## src/rtl/sys_ctrl_burst.sv

```systemverilog
// sys_ctrl_burst: command-frame controller sitting between UART RX, the
// register file, the ALU and UART TX. Decodes single and burst register
// accesses plus ALU commands, queues response bytes in a small TX FIFO,
// and flags malformed/timed-out frames with a one-cycle Frame_Err pulse.
module sys_ctrl_burst #(
    parameter int width     = 8,
    parameter int depth     = 16,
    parameter int TXQ_DEPTH = 8,
    parameter int TIMEOUT   = 4096
) (
    input  logic                     CLK,
    input  logic                     Reset,
    input  logic [width-1:0]         Rx_P_Data,
    input  logic                     RxValid,
    input  logic [2*width-1:0]       ALU_out,
    input  logic                     ALU_out_valid,
    output logic                     ALU_EN,
    output logic [3:0]               ALU_FUN,
    input  logic [width-1:0]         RdData,
    input  logic                     Rd_valid,
    output logic [$clog2(depth)-1:0] Reg_File_Adress,
    output logic                     WrEN,
    output logic                     RdEN,
    output logic [width-1:0]         WrData,
    input  logic                     Busy,
    input  logic                     can_send,
    output logic [width-1:0]         Tx_Data,
    output logic                     Tx_Data_valid,
    output logic                     CLK_GATE_EN,
    output logic                     Frame_Err
);
    localparam int AW = $clog2(depth);
    localparam int QW = $clog2(TXQ_DEPTH);
    localparam int TW = $clog2(TIMEOUT + 1);

    localparam logic [width-1:0] OP_WR  = width'(8'hAA);
    localparam logic [width-1:0] OP_RD  = width'(8'hBB);
    localparam logic [width-1:0] OP_ALU = width'(8'hCC);
    localparam logic [width-1:0] OP_ALN = width'(8'hDD);
    localparam logic [width-1:0] OP_BW  = width'(8'hEE);
    localparam logic [width-1:0] OP_BR  = width'(8'hEF);

    typedef enum logic [3:0] {
        IDLE, WR_ADDR, WR_DATA, RD_ADDR, RD_WAIT, ALU_A, ALU_B, ALU_F, ALU_WAIT,
        BW_ADDR, BW_CNT, BW_DATA, BR_ADDR, BR_CNT, BR_ISSUE, BR_WAIT
    } state_t;

    state_t            r_state, w_state_nxt;
    logic [AW-1:0]     r_addr, w_addr_nxt;
    logic [width-1:0]  r_cnt, w_cnt_nxt;
    logic              r_pend, w_pend_nxt;     // command accepted, strobe held back for FIFO room
    logic [TW-1:0]     r_to_cnt;

    logic              r_wr_en, w_wr_en_nxt;
    logic              r_rd_en, w_rd_en_nxt;
    logic              r_alu_en, w_alu_en_nxt;
    logic              r_err, w_err_nxt;
    logic [width-1:0]  r_wr_data, w_wr_data_nxt;
    logic [AW-1:0]     r_rf_addr, w_rf_addr_nxt;
    logic [3:0]        r_alu_fun, w_alu_fun_nxt;
    logic              r_gate;

    logic              w_rd_push, w_alu_push;
    logic              w_collect, w_timeout;
    logic [AW-1:0]     w_rx_addr;

    // TX FIFO; pointers carry one extra wrap bit so full/empty are distinguishable
    logic [width-1:0]  r_mem [TXQ_DEPTH];
    logic [QW:0]       r_wptr, r_rptr;
    logic              r_hi_pend;              // upper ALU byte waits one cycle behind the lower
    logic [width-1:0]  r_hi_byte;
    logic              r_tx_arm, r_busy_seen;
    logic [QW:0]       w_count, w_free;
    logic              w_empty, w_full, w_room1, w_room2;
    logic              w_push_req, w_push, w_pop;
    logic [width-1:0]  w_push_data;

    assign w_rx_addr = Rx_P_Data[AW-1:0];
    assign w_count   = r_wptr - r_rptr;
    assign w_empty   = (w_count == '0);
    assign w_full    = (w_count == (QW+1)'(TXQ_DEPTH));
    // a pending upper ALU byte already owns a slot
    assign w_free    = (QW+1)'(TXQ_DEPTH) - w_count - (QW+1)'(r_hi_pend);
    assign w_room1   = (w_free >= (QW+1)'(1));
    assign w_room2   = (w_free >= (QW+1)'(2));

    assign w_collect = r_state inside {WR_ADDR, WR_DATA, RD_ADDR, ALU_A, ALU_B, ALU_F,
                                       BW_ADDR, BW_CNT, BW_DATA, BR_ADDR, BR_CNT};
    assign w_timeout = w_collect && !RxValid && (r_to_cnt == TW'(TIMEOUT - 1));

    // Next-state, command strobes and FIFO push requests
    always_comb begin
        w_state_nxt   = r_state;
        w_addr_nxt    = r_addr;
        w_cnt_nxt     = r_cnt;
        w_pend_nxt    = r_pend;
        w_wr_en_nxt   = 1'b0;
        w_rd_en_nxt   = 1'b0;
        w_alu_en_nxt  = 1'b0;
        w_err_nxt     = 1'b0;
        w_wr_data_nxt = r_wr_data;
        w_rf_addr_nxt = r_rf_addr;
        w_alu_fun_nxt = r_alu_fun;
        w_rd_push     = 1'b0;
        w_alu_push    = 1'b0;
        case (r_state)
            IDLE: if (RxValid) begin
                case (Rx_P_Data)
                    OP_WR:   w_state_nxt = WR_ADDR;
                    OP_RD:   w_state_nxt = RD_ADDR;
                    OP_ALU:  w_state_nxt = ALU_A;
                    OP_ALN:  w_state_nxt = ALU_F;
                    OP_BW:   w_state_nxt = BW_ADDR;
                    OP_BR:   w_state_nxt = BR_ADDR;
                    default: w_err_nxt   = 1'b1;
                endcase
            end
            WR_ADDR: if (RxValid) begin
                w_addr_nxt  = w_rx_addr;
                w_state_nxt = WR_DATA;
            end
            WR_DATA: if (RxValid) begin
                w_wr_en_nxt   = 1'b1;
                w_wr_data_nxt = Rx_P_Data;
                w_rf_addr_nxt = r_addr;
                w_state_nxt   = IDLE;
            end
            RD_ADDR: if (RxValid) begin
                w_addr_nxt  = w_rx_addr;
                w_state_nxt = RD_WAIT;
                if (w_room1) begin
                    w_rd_en_nxt   = 1'b1;
                    w_rf_addr_nxt = w_rx_addr;
                    w_pend_nxt    = 1'b0;
                end else begin
                    w_pend_nxt    = 1'b1;
                end
            end
            RD_WAIT: begin
                w_err_nxt = RxValid;
                if (r_pend) begin
                    if (w_room1) begin
                        w_rd_en_nxt   = 1'b1;
                        w_rf_addr_nxt = r_addr;
                        w_pend_nxt    = 1'b0;
                    end
                end else if (Rd_valid) begin
                    w_rd_push   = 1'b1;
                    w_state_nxt = IDLE;
                end
            end
            ALU_A: if (RxValid) begin
                w_wr_en_nxt   = 1'b1;
                w_wr_data_nxt = Rx_P_Data;
                w_rf_addr_nxt = AW'(0);
                w_state_nxt   = ALU_B;
            end
            ALU_B: if (RxValid) begin
                w_wr_en_nxt   = 1'b1;
                w_wr_data_nxt = Rx_P_Data;
                w_rf_addr_nxt = AW'(1);
                w_state_nxt   = ALU_F;
            end
            ALU_F: if (RxValid) begin
                w_alu_fun_nxt = Rx_P_Data[3:0];
                w_state_nxt   = ALU_WAIT;
                if (w_room2) begin
                    w_alu_en_nxt = 1'b1;
                    w_pend_nxt   = 1'b0;
                end else begin
                    w_pend_nxt   = 1'b1;
                end
            end
            ALU_WAIT: begin
                w_err_nxt = RxValid;
                if (r_pend) begin
                    if (w_room2) begin
                        w_alu_en_nxt = 1'b1;
                        w_pend_nxt   = 1'b0;
                    end
                end else if (ALU_out_valid) begin
                    w_alu_push  = 1'b1;
                    w_state_nxt = IDLE;
                end
            end
            BW_ADDR: if (RxValid) begin
                w_addr_nxt  = w_rx_addr;
                w_state_nxt = BW_CNT;
            end
            BW_CNT: if (RxValid) begin
                w_cnt_nxt   = Rx_P_Data;
                w_state_nxt = (Rx_P_Data == '0) ? IDLE : BW_DATA;
            end
            BW_DATA: if (RxValid) begin
                w_wr_en_nxt   = 1'b1;
                w_wr_data_nxt = Rx_P_Data;
                w_rf_addr_nxt = r_addr;
                w_addr_nxt    = r_addr + 1'b1;
                w_cnt_nxt     = r_cnt - 1'b1;
                if (r_cnt == width'(1)) w_state_nxt = IDLE;
            end
            BR_ADDR: if (RxValid) begin
                w_addr_nxt  = w_rx_addr;
                w_state_nxt = BR_CNT;
            end
            BR_CNT: if (RxValid) begin
                w_cnt_nxt   = Rx_P_Data;
                w_state_nxt = (Rx_P_Data == '0) ? IDLE : BR_ISSUE;
            end
            BR_ISSUE: begin
                w_err_nxt = RxValid;
                if (w_room1) begin
                    w_rd_en_nxt   = 1'b1;
                    w_rf_addr_nxt = r_addr;
                    w_state_nxt   = BR_WAIT;
                end
            end
            BR_WAIT: begin
                w_err_nxt = RxValid;
                if (Rd_valid) begin
                    w_rd_push   = 1'b1;
                    w_addr_nxt  = r_addr + 1'b1;
                    w_cnt_nxt   = r_cnt - 1'b1;
                    w_state_nxt = (r_cnt == width'(1)) ? IDLE : BR_ISSUE;
                end
            end
            default: w_state_nxt = IDLE;
        endcase
        // a stalled frame is abandoned silently apart from the error pulse
        if (w_timeout) begin
            w_state_nxt = IDLE;
            w_err_nxt   = 1'b1;
            w_pend_nxt  = 1'b0;
        end
    end

    // FSM state and registered command outputs
    always_ff @(posedge CLK) begin
        if (!Reset) begin
            r_state   <= IDLE;
            r_addr    <= '0;
            r_cnt     <= '0;
            r_pend    <= 1'b0;
            r_wr_en   <= 1'b0;
            r_rd_en   <= 1'b0;
            r_alu_en  <= 1'b0;
            r_err     <= 1'b0;
            r_wr_data <= '0;
            r_rf_addr <= '0;
            r_alu_fun <= '0;
            r_gate    <= 1'b0;
        end else begin
            r_state   <= w_state_nxt;
            r_addr    <= w_addr_nxt;
            r_cnt     <= w_cnt_nxt;
            r_pend    <= w_pend_nxt;
            r_wr_en   <= w_wr_en_nxt;
            r_rd_en   <= w_rd_en_nxt;
            r_alu_en  <= w_alu_en_nxt;
            r_err     <= w_err_nxt;
            r_wr_data <= w_wr_data_nxt;
            r_rf_addr <= w_rf_addr_nxt;
            r_alu_fun <= w_alu_fun_nxt;
            r_gate    <= (w_state_nxt == ALU_F) || (w_state_nxt == ALU_WAIT);
        end
    end

    // Inter-byte idle counter, only live while a frame is being collected
    always_ff @(posedge CLK) begin
        if (!Reset || !w_collect || RxValid) r_to_cnt <= '0;
        else                                 r_to_cnt <= r_to_cnt + 1'b1;
    end

    assign w_push_req  = w_rd_push | w_alu_push | r_hi_pend;
    assign w_push      = w_push_req && (!w_full || w_pop);
    assign w_push_data = w_rd_push  ? RdData :
                         w_alu_push ? ALU_out[width-1:0] : r_hi_byte;
    assign w_pop       = r_tx_arm && !w_empty && !Busy && can_send;

    // FIFO storage needs no reset; contents are only visible through pops
    always_ff @(posedge CLK) begin
        if (w_push) r_mem[r_wptr[QW-1:0]] <= w_push_data;
    end

    // FIFO pointers and the deferred upper ALU byte
    always_ff @(posedge CLK) begin
        if (!Reset) begin
            r_wptr    <= '0;
            r_rptr    <= '0;
            r_hi_pend <= 1'b0;
            r_hi_byte <= '0;
        end else begin
            if (w_push) r_wptr <= r_wptr + 1'b1;
            if (w_pop)  r_rptr <= r_rptr + 1'b1;
            r_hi_pend <= w_alu_push;
            if (w_alu_push) r_hi_byte <= ALU_out[2*width-1:width];
        end
    end

    // After each pop, wait for the serialiser to go busy and idle again
    always_ff @(posedge CLK) begin
        if (!Reset) begin
            r_tx_arm    <= 1'b1;
            r_busy_seen <= 1'b0;
        end else if (w_pop) begin
            r_tx_arm    <= 1'b0;
            r_busy_seen <= 1'b0;
        end else if (!r_tx_arm) begin
            if (Busy)             r_busy_seen <= 1'b1;
            else if (r_busy_seen) r_tx_arm    <= 1'b1;
        end
    end

    assign WrEN            = r_wr_en;
    assign RdEN            = r_rd_en;
    assign ALU_EN          = r_alu_en;
    assign ALU_FUN         = r_alu_fun;
    assign WrData          = r_wr_data;
    assign Reg_File_Adress = r_rf_addr;
    assign Frame_Err       = r_err;
    assign CLK_GATE_EN     = r_gate;
    assign Tx_Data_valid   = w_pop;
    assign Tx_Data         = w_pop ? r_mem[r_rptr[QW-1:0]] : '0;

endmodule
```

## config.mk

```make
export PLATFORM = sky130hd
export DESIGN_NAME = sys_ctrl_burst
export DESIGN_NICKNAME = d
export VERILOG_FILES = /design/src/rtl/sys_ctrl_burst.sv
export SDC_FILE = /design/constraint.sdc
export NUM_CORES = 1
export LEC_CHECK = 0
export BUFFER_PORTS_ARGS = -buffer_cell sky130_fd_sc_hd__buf_2
export CORE_UTILIZATION = 35
export CTS_BUF_LIST = sky130_fd_sc_hd__clkbuf_4 sky130_fd_sc_hd__clkbuf_8
export DETAILED_ROUTE_END_ITERATION = 16
export HOLD_SLACK_MARGIN = 0.08
export SLEW_MARGIN = 20
export SYNTH_ARGS = -nofsm -noshare
export SYNTH_HDL_FRONTEND = slang
export SYNTH_SLANG_ARGS = --single-unit
```

## constraint.sdc

```tcl
create_clock -name CLK -period 3.6 [get_ports CLK]
set_input_delay 0.72 -clock CLK [delete_from_list [all_inputs] [get_ports CLK]]
set_output_delay 0.72 -clock CLK [all_outputs]
set_load 0.005 [all_outputs]
```

==> Word level (Yosys, flattened, before mapping) <==
Memories as Yosys holds them, arrays and structs flattened. A register that Yosys moved wholly into a read port is not among the register bits.
Index checks and enable logic that the tools add are counted.
{ "totals": {"reg_bits": 70, "ram_bits": 64, "out_inout_bits": 30, "mem_count": 1} }
{ "classes": {"n_addsub": 8, "order_cmp": 2, "eq_ne": 37, "muxes": 78, "bitwise_logic": 4, "reduce_logical": 40} }
{ "mem_list": {"columns": ["memory", "words", "word_bits", "read_ports", "rd_ports_with_merged_regs", "write_ports", "line", "source"], "rows": [
  ["r_mem", 8, 8, 1, 1, 1, "68", "logic [width-1:0] r_mem [TXQ_DEPTH];"]
]} }
{ "ops": {"columns": ["cell", "n"], "rows": [
  ["4-bit 2-to-1 mux", 33],
  ["4-bit case mux with 16 select lines", 1],
  ["8-bit == test (second input constant)", 6],
  ["8-bit 2-to-1 mux", 6],
  ["4-bit case mux with 6 select lines", 2],
  ["4-bit == test (second input constant)", 10],
  ["1-bit 2-to-1 mux", 27],
  ["8-bit case mux with 3 select lines", 1],
  ["4-bit by 3-bit == test with 1-bit output (second input constant)", 5],
  ["2-bit != test (second input constant)", 8],
  ["13-bit by 1-bit adder with 13-bit output (second input constant)", 1],
  ["13-bit by 12-bit == test with 1-bit output (second input constant)", 1],
  ["4-bit by 1-bit adder with 4-bit output (second input constant)", 3],
  ["4-bit case mux with 3 select lines", 1],
  ["4-bit OR reduction", 3],
  ["11-bit nonzero test", 1],
  ["4-bit by 2-bit == test with 1-bit output (second input constant)", 2],
  ["8-bit by 1-bit == test with 1-bit output (second input constant)", 1],
  ["4-bit zero test", 2],
  ["8-bit zero test", 1],
  ["2-bit AND reduction", 4],
  ["4-bit AND reduction", 2],
  ["2-bit OR reduction", 4],
  ["8-bit by 1-bit subtractor with 8-bit output (second input constant)", 1],
  ["other kinds (22)", 43]
]} }

==> Logic depth before layout (Yosys ltp) <==
{ "depth": {"ltp_word": 10, "mapped_depth": 14} }

==> Least setup slack after synthesis <==
OpenSTA, ideal clock, no wires.
{ "synth_path": {"kind": "register to register", "from": "register r_wptr[0]", "to": "memory r_mem[0][0], enable pin", "arrival_ps": 3073, "required_time_ps": 3205, "path_slack_ps": 132, "path_stages_with_launch": 11, "period_less_slack_ps": 3468, "cell_sequence": "dfxtp_1 -> inv_1 -> ha_1 -> fa_1 -> xor2_1 -> ha_1 -> nand3_1 -> nand4_1 -> clkinv_1 -> o32ai_1 -> nor4_1"} }
{ "synth_via": {"elab_chain_len": 10} }
{ "synth_lines": {"columns": ["element", "line", "source"], "rows": [
  ["start: declaration", "69", "logic [QW:0] r_wptr, r_rptr;"],
  ["start signal: assignment", "293", "if (w_push) r_wptr <= r_wptr + 1'b1;"],
  ["4-bit subtractor", "79", "assign w_count = r_wptr - r_rptr;"],
  ["4-bit zero test", "80", "assign w_empty = (w_count == '0);"],
  ["1-bit zero test", "278", "assign w_pop = r_tx_arm && !w_empty && !Busy && can_send;"],
  ["1-bit logical AND (3 in series)", "278", null],
  ["named net Tx_Data_valid", "28", "output logic Tx_Data_valid,"],
  ["1-bit logical OR", "275", "assign w_push = w_push_req && (!w_full || w_pop);"],
  ["1-bit logical AND", "275", null],
  ["1-bit 2-to-1 mux", "282", "if (w_push) r_mem[r_wptr[QW-1:0]] <= w_push_data;"],
  ["1-bit 2-to-1 mux (implied by the code)", "282", null],
  ["end: declaration", "68", null]
]} }
The timed path passes the listed nets, and every way through them passes these cells.

==> Final worst setup path <==
{ "layout_path": {"from": "register r_wptr[1]", "to": "output Tx_Data[1]"} }
{ "layout_via": {"elab_chain_len": 7} }
{ "layout_lines": {"columns": ["element", "line", "source"], "rows": [
  ["4-bit subtractor", "79", null],
  ["4-bit zero test", "80", null],
  ["1-bit zero test", "278", null],
  ["1-bit logical AND (3 in series)", "278", null],
  ["8-bit 2-to-1 mux", "323", "assign Tx_Data = w_pop ? r_mem[r_rptr[QW-1:0]] : '0;"],
  ["end: declaration", "27", "output logic [width-1:0] Tx_Data,"]
]} }
No other way between the ends.

==> results.cfg <==
[run_status]
outcome = complete, no violations

[routing]
detail_route.iter0.violations = 259
viasPerCell = 5.25
first_pass_iters = 5
ant_nets = 0
drt_wl_total_mm = 15.4
routed-via-count = 5100
detail_route.wl_per_cell_um = 15.9
drc = 0

[flow_run]
max_cap_violations = 0

[global_routing]
globalRoute.totalOverflow = 0
grt_antenna_before_repair = 0
grt_pass1_wl_mm = 25.6
globalRouteTotalUtil_pct = 16.6
maximum_number_of_pins_on_one_net_before_global_route_repair = 34
first_global_vias = 5018

[critical_path]
crit_end_element = output port
timing_worst_setup_path_type = flop to output port
critPathArrivalTime_ns = 2.69
required_ns = 2.88
maximum_fanout_along_the_worst_path = 9
worst_setup_path_start_kind = flop

[die]
floorplan.initialDensity_pct = 35.8
die_area_sq_um = 19800
chipWidth_um = 141
die_h_um = 141
core-area_sq_um = 18800
fp-row-count = 50
ios = 69

[layout]
final_core_util_pct = 41.3
n_antenna_cell = 0
drive_gt1_share_pct = 20.3
layout.cells.most_common = sky130_fd_sc_hd__nor2_1
most-common-layout-cells = sky130_fd_sc_hd__nor2_1, sky130_fd_sc_hd__dfxtp_1, sky130_fd_sc_hd__nand2_1, sky130_fd_sc_hd__buf_2, sky130_fd_sc_hd__edfxtp_1
design.final.nets = 779
syn2layout_area_growth_pct = 15.2

[pwr]
p_seq_share_pct = 40.0
net-switching-power_mw = 1.81
swShare_pct = 37.7
design_internal_power_mw = 2.99
power.leakage_nw = 2.95
irDropWorstVdd_uv = 319
power.density_nw_per_um2 = 618
share_comb_of_total_power_pct = 33.5
clockPowerShare_pct = 26.5

[synthesis]
syn-mean-instance-area_sq_um = 10.2
synth.yosys.seq_area_share_pct = 50.3
synth-main-ff-cell = sky130_fd_sc_hd__dfxtp_1
synth_enable_flop_cells = 64
post_synth_instance_area_sq_um = 6720
distinct_cells_synth = 70
synth-warning-count = 0
postSynthNetCount = 712
synth-async-reset-ratio_pct = 0
syn-instance-count = 658
yosys_register_bits = 137

[placement]
globalplace.congestion = 0.814
dp_hpwl_mm = 10.6
numPortBuffers = 68

[timing]
finalSetupViolCount = 0
clock_period_minus_final_worst_setup_slack_ns = 3.41
relSlewSlack_pct = 32.3
holdWs_ns = 0.465
skew_ns = 0.0197
worst-slew-pin-transition_ns = 1.00
timing_max_transition_violations_final = 0
finalSetupTns_ns = 0
finalCritPeriodShare_pct = 94.6
max_freq_ghz = 0.294
timing_hold_violations_final = 0

[cts]
clock_tree.htree_level_count = 4
cts_buffer_count = 17
worst_skew_pair.late_latency_ns = 0.45
cts_num_sinks = 137
clk_path_buf_depth = 2
cts_root_buffer = sky130_fd_sc_hd__clkbuf_8
cts.reportedPaths.clkPinSlew_ns = 0.09
tritoncts = built
cts_hold_buffers = 0

[worst_hold_path]
path_category_of_the_worst_min_delay_check = flop to flop
[metrics by stage]
| step | instance area [sq um] | power (mW) | instances | setup slack, ns |
|---|---|---|---|---|
| after floorplan | 6720 | 3.16 | 658 | 0.132 |
| after global placement | 7330 | 3.54 | 940 | 0.510 |
| after detailed placement | 7330 | 3.55 | 940 | 0.417 |
| after CTS | 7740 | 4.84 | 972 | 0.0165 |
| after global routing | 7750 | 5.13 | 972 | -0.0107 |
| final | 7750 | 4.79 | 972 | 0.194 |
[worst max-delay path, cell delays in order, from the launching register on]
cell and delay (ns):
sky130_fd_sc_hd__dfxtp_1 0.50, sky130_fd_sc_hd__ha_1 0.28, sky130_fd_sc_hd__nor2b_1 0.12, sky130_fd_sc_hd__o21ai_0 0.13, sky130_fd_sc_hd__nand2b_1 0.08, sky130_fd_sc_hd__xor2_1 0.18
sky130_fd_sc_hd__ha_1 0.21, sky130_fd_sc_hd__nand3_1 0.08, sky130_fd_sc_hd__nand4_1 0.18, sky130_fd_sc_hd__buf_4 0.23, sky130_fd_sc_hd__nor2_1 0.11, sky130_fd_sc_hd__buf_2 0.12
[final cells by class]
| cell class | instances | area, sq um |
|---|---|---|
| inverter | 18 | 71.3 |
| clock buffer | 17 | 234 |
| multi-input combinational | 464 | 3100 |
| clock inverter | 15 | 179 |
| sequential | 137 | 3380 |
| tap | 234 | 293 |
| fill | 1858 | 11000 |
| timing repair buffer | 87 | 483 |
[power by group through the flow]
stage                     Sequential (mW)  Clock [mW]  Combinational [mW]
final                                1.92        1.27                1.61
after global routing                 1.94        1.38                1.82
after CTS                            1.92        1.32                1.61
after detailed placement             1.95           0                1.60
after global placement               1.95           0                1.59
after floorplan                      1.90           0                1.25
[cell usage after synthesis, types with 3 or more instances]
cell | instances | area (sq um)
sky130_fd_sc_hd__a21o_1 | 11 | 82.6
sky130_fd_sc_hd__and2_1 | 9 | 56.3
sky130_fd_sc_hd__nand2b_1 | 9 | 56.3
sky130_fd_sc_hd__nand4_1 | 3 | 18.8
sky130_fd_sc_hd__nor3b_1 | 3 | 22.5
sky130_fd_sc_hd__inv_1 | 16 | 60.1
sky130_fd_sc_hd__buf_1 | 4 | 15.0
sky130_fd_sc_hd__nand3_1 | 20 | 100
sky130_fd_sc_hd__edfxtp_1 | 64 | 1920
sky130_fd_sc_hd__mux2i_1 | 22 | 220
sky130_fd_sc_hd__nor4_1 | 7 | 43.8
sky130_fd_sc_hd__xor2_1 | 12 | 105
sky130_fd_sc_hd__a21oi_1 | 44 | 220
sky130_fd_sc_hd__a31oi_1 | 10 | 62.6
sky130_fd_sc_hd__or3_1 | 5 | 31.3
sky130_fd_sc_hd__clkbuf_1 | 21 | 78.8
sky130_fd_sc_hd__o22ai_1 | 3 | 18.8
sky130_fd_sc_hd__and3_1 | 9 | 56.3
sky130_fd_sc_hd__nor2_1 | 78 | 293
sky130_fd_sc_hd__o21ai_0 | 22 | 110
sky130_fd_sc_hd__buf_2 | 13 | 65.1
sky130_fd_sc_hd__ha_1 | 14 | 175
sky130_fd_sc_hd__a221oi_1 | 4 | 35.0
sky130_fd_sc_hd__nand3b_1 | 5 | 37.5
sky130_fd_sc_hd__a211oi_1 | 10 | 75.1
sky130_fd_sc_hd__nor3_1 | 13 | 65.1
sky130_fd_sc_hd__a22oi_1 | 4 | 30.0
sky130_fd_sc_hd__dfxtp_1 | 73 | 1460
sky130_fd_sc_hd__nand2_1 | 69 | 259
sky130_fd_sc_hd__a311oi_1 | 5 | 43.8
sky130_fd_sc_hd__xnor2_1 | 7 | 61.3
sky130_fd_sc_hd__mux4_2 | 16 | 360
sky130_fd_sc_hd__nor2b_1 | 7 | 43.8
[state kept, by name, indices dropped and copies added, names as in the netlist, named ones only]
signal           count
r_mem               64
r_to_cnt            13
WrData               8
r_cnt                8
r_hi_byte            8
ALU_FUN              4
Reg_File_Adress      4
r_addr               4
r_rptr               4
r_state              4
r_wptr               4
ALU_EN               1
CLK_GATE_EN          1
Frame_Err            1
RdEN                 1
WrEN                 1
r_busy_seen          1
r_hi_pend            1
r_pend               1
r_tx_arm             1
[worst paths after layout]
check / start / end / slack [ns] / depth (start not counted)
worst min-delay path: r_hi_byte[5]$_SDFFE_PN0P_ / r_hi_byte[5]$_SDFFE_PN0P_ / 0.47 / 2
worst min register to register: r_hi_byte[5]$_SDFFE_PN0P_ / r_hi_byte[5]$_SDFFE_PN0P_ / 0.47 / 2
worst max-delay path: r_wptr[1]$_SDFFE_PN0P_ / Tx_Data[1] / 0.19 / 11
worst max register to register: r_wptr[0]$_SDFFE_PN0P_ / Reg_File_Adress[0]$_SDFFE_PN0P_ / 0.51 / 12
[cells by family after synthesis]
kind of cell,count (synthesis),share of synthesized area (%)
buffers and inverters,57,3.54
XOR/XNOR,19,2.47
AND/OR/NAND/NOR,250,17.9
adder cells (fa/ha/maj),15,2.90
multiplexers,40,8.97
flip-flops,137,50.3
AO/OA/AOI/OAI,140,13.9
[routing by layer]
layer	global-route usage, %	wire length (um)	up-vias	part of all wire (%)
met5	0	0	-	0
met4	5.95	176	0	1.1
met3	3.80	422	14	2.7
met2	28.1	7770	76	50
met1	20.8	7050	2458	46
li1	-	-	2552	-
[repair_timing]
item,in CTS,in global routing
endpoints found under the setup margin,0,9
gates resized for setup,0,2
setup buffers,0,0
(Power assumes the default switching activity.)
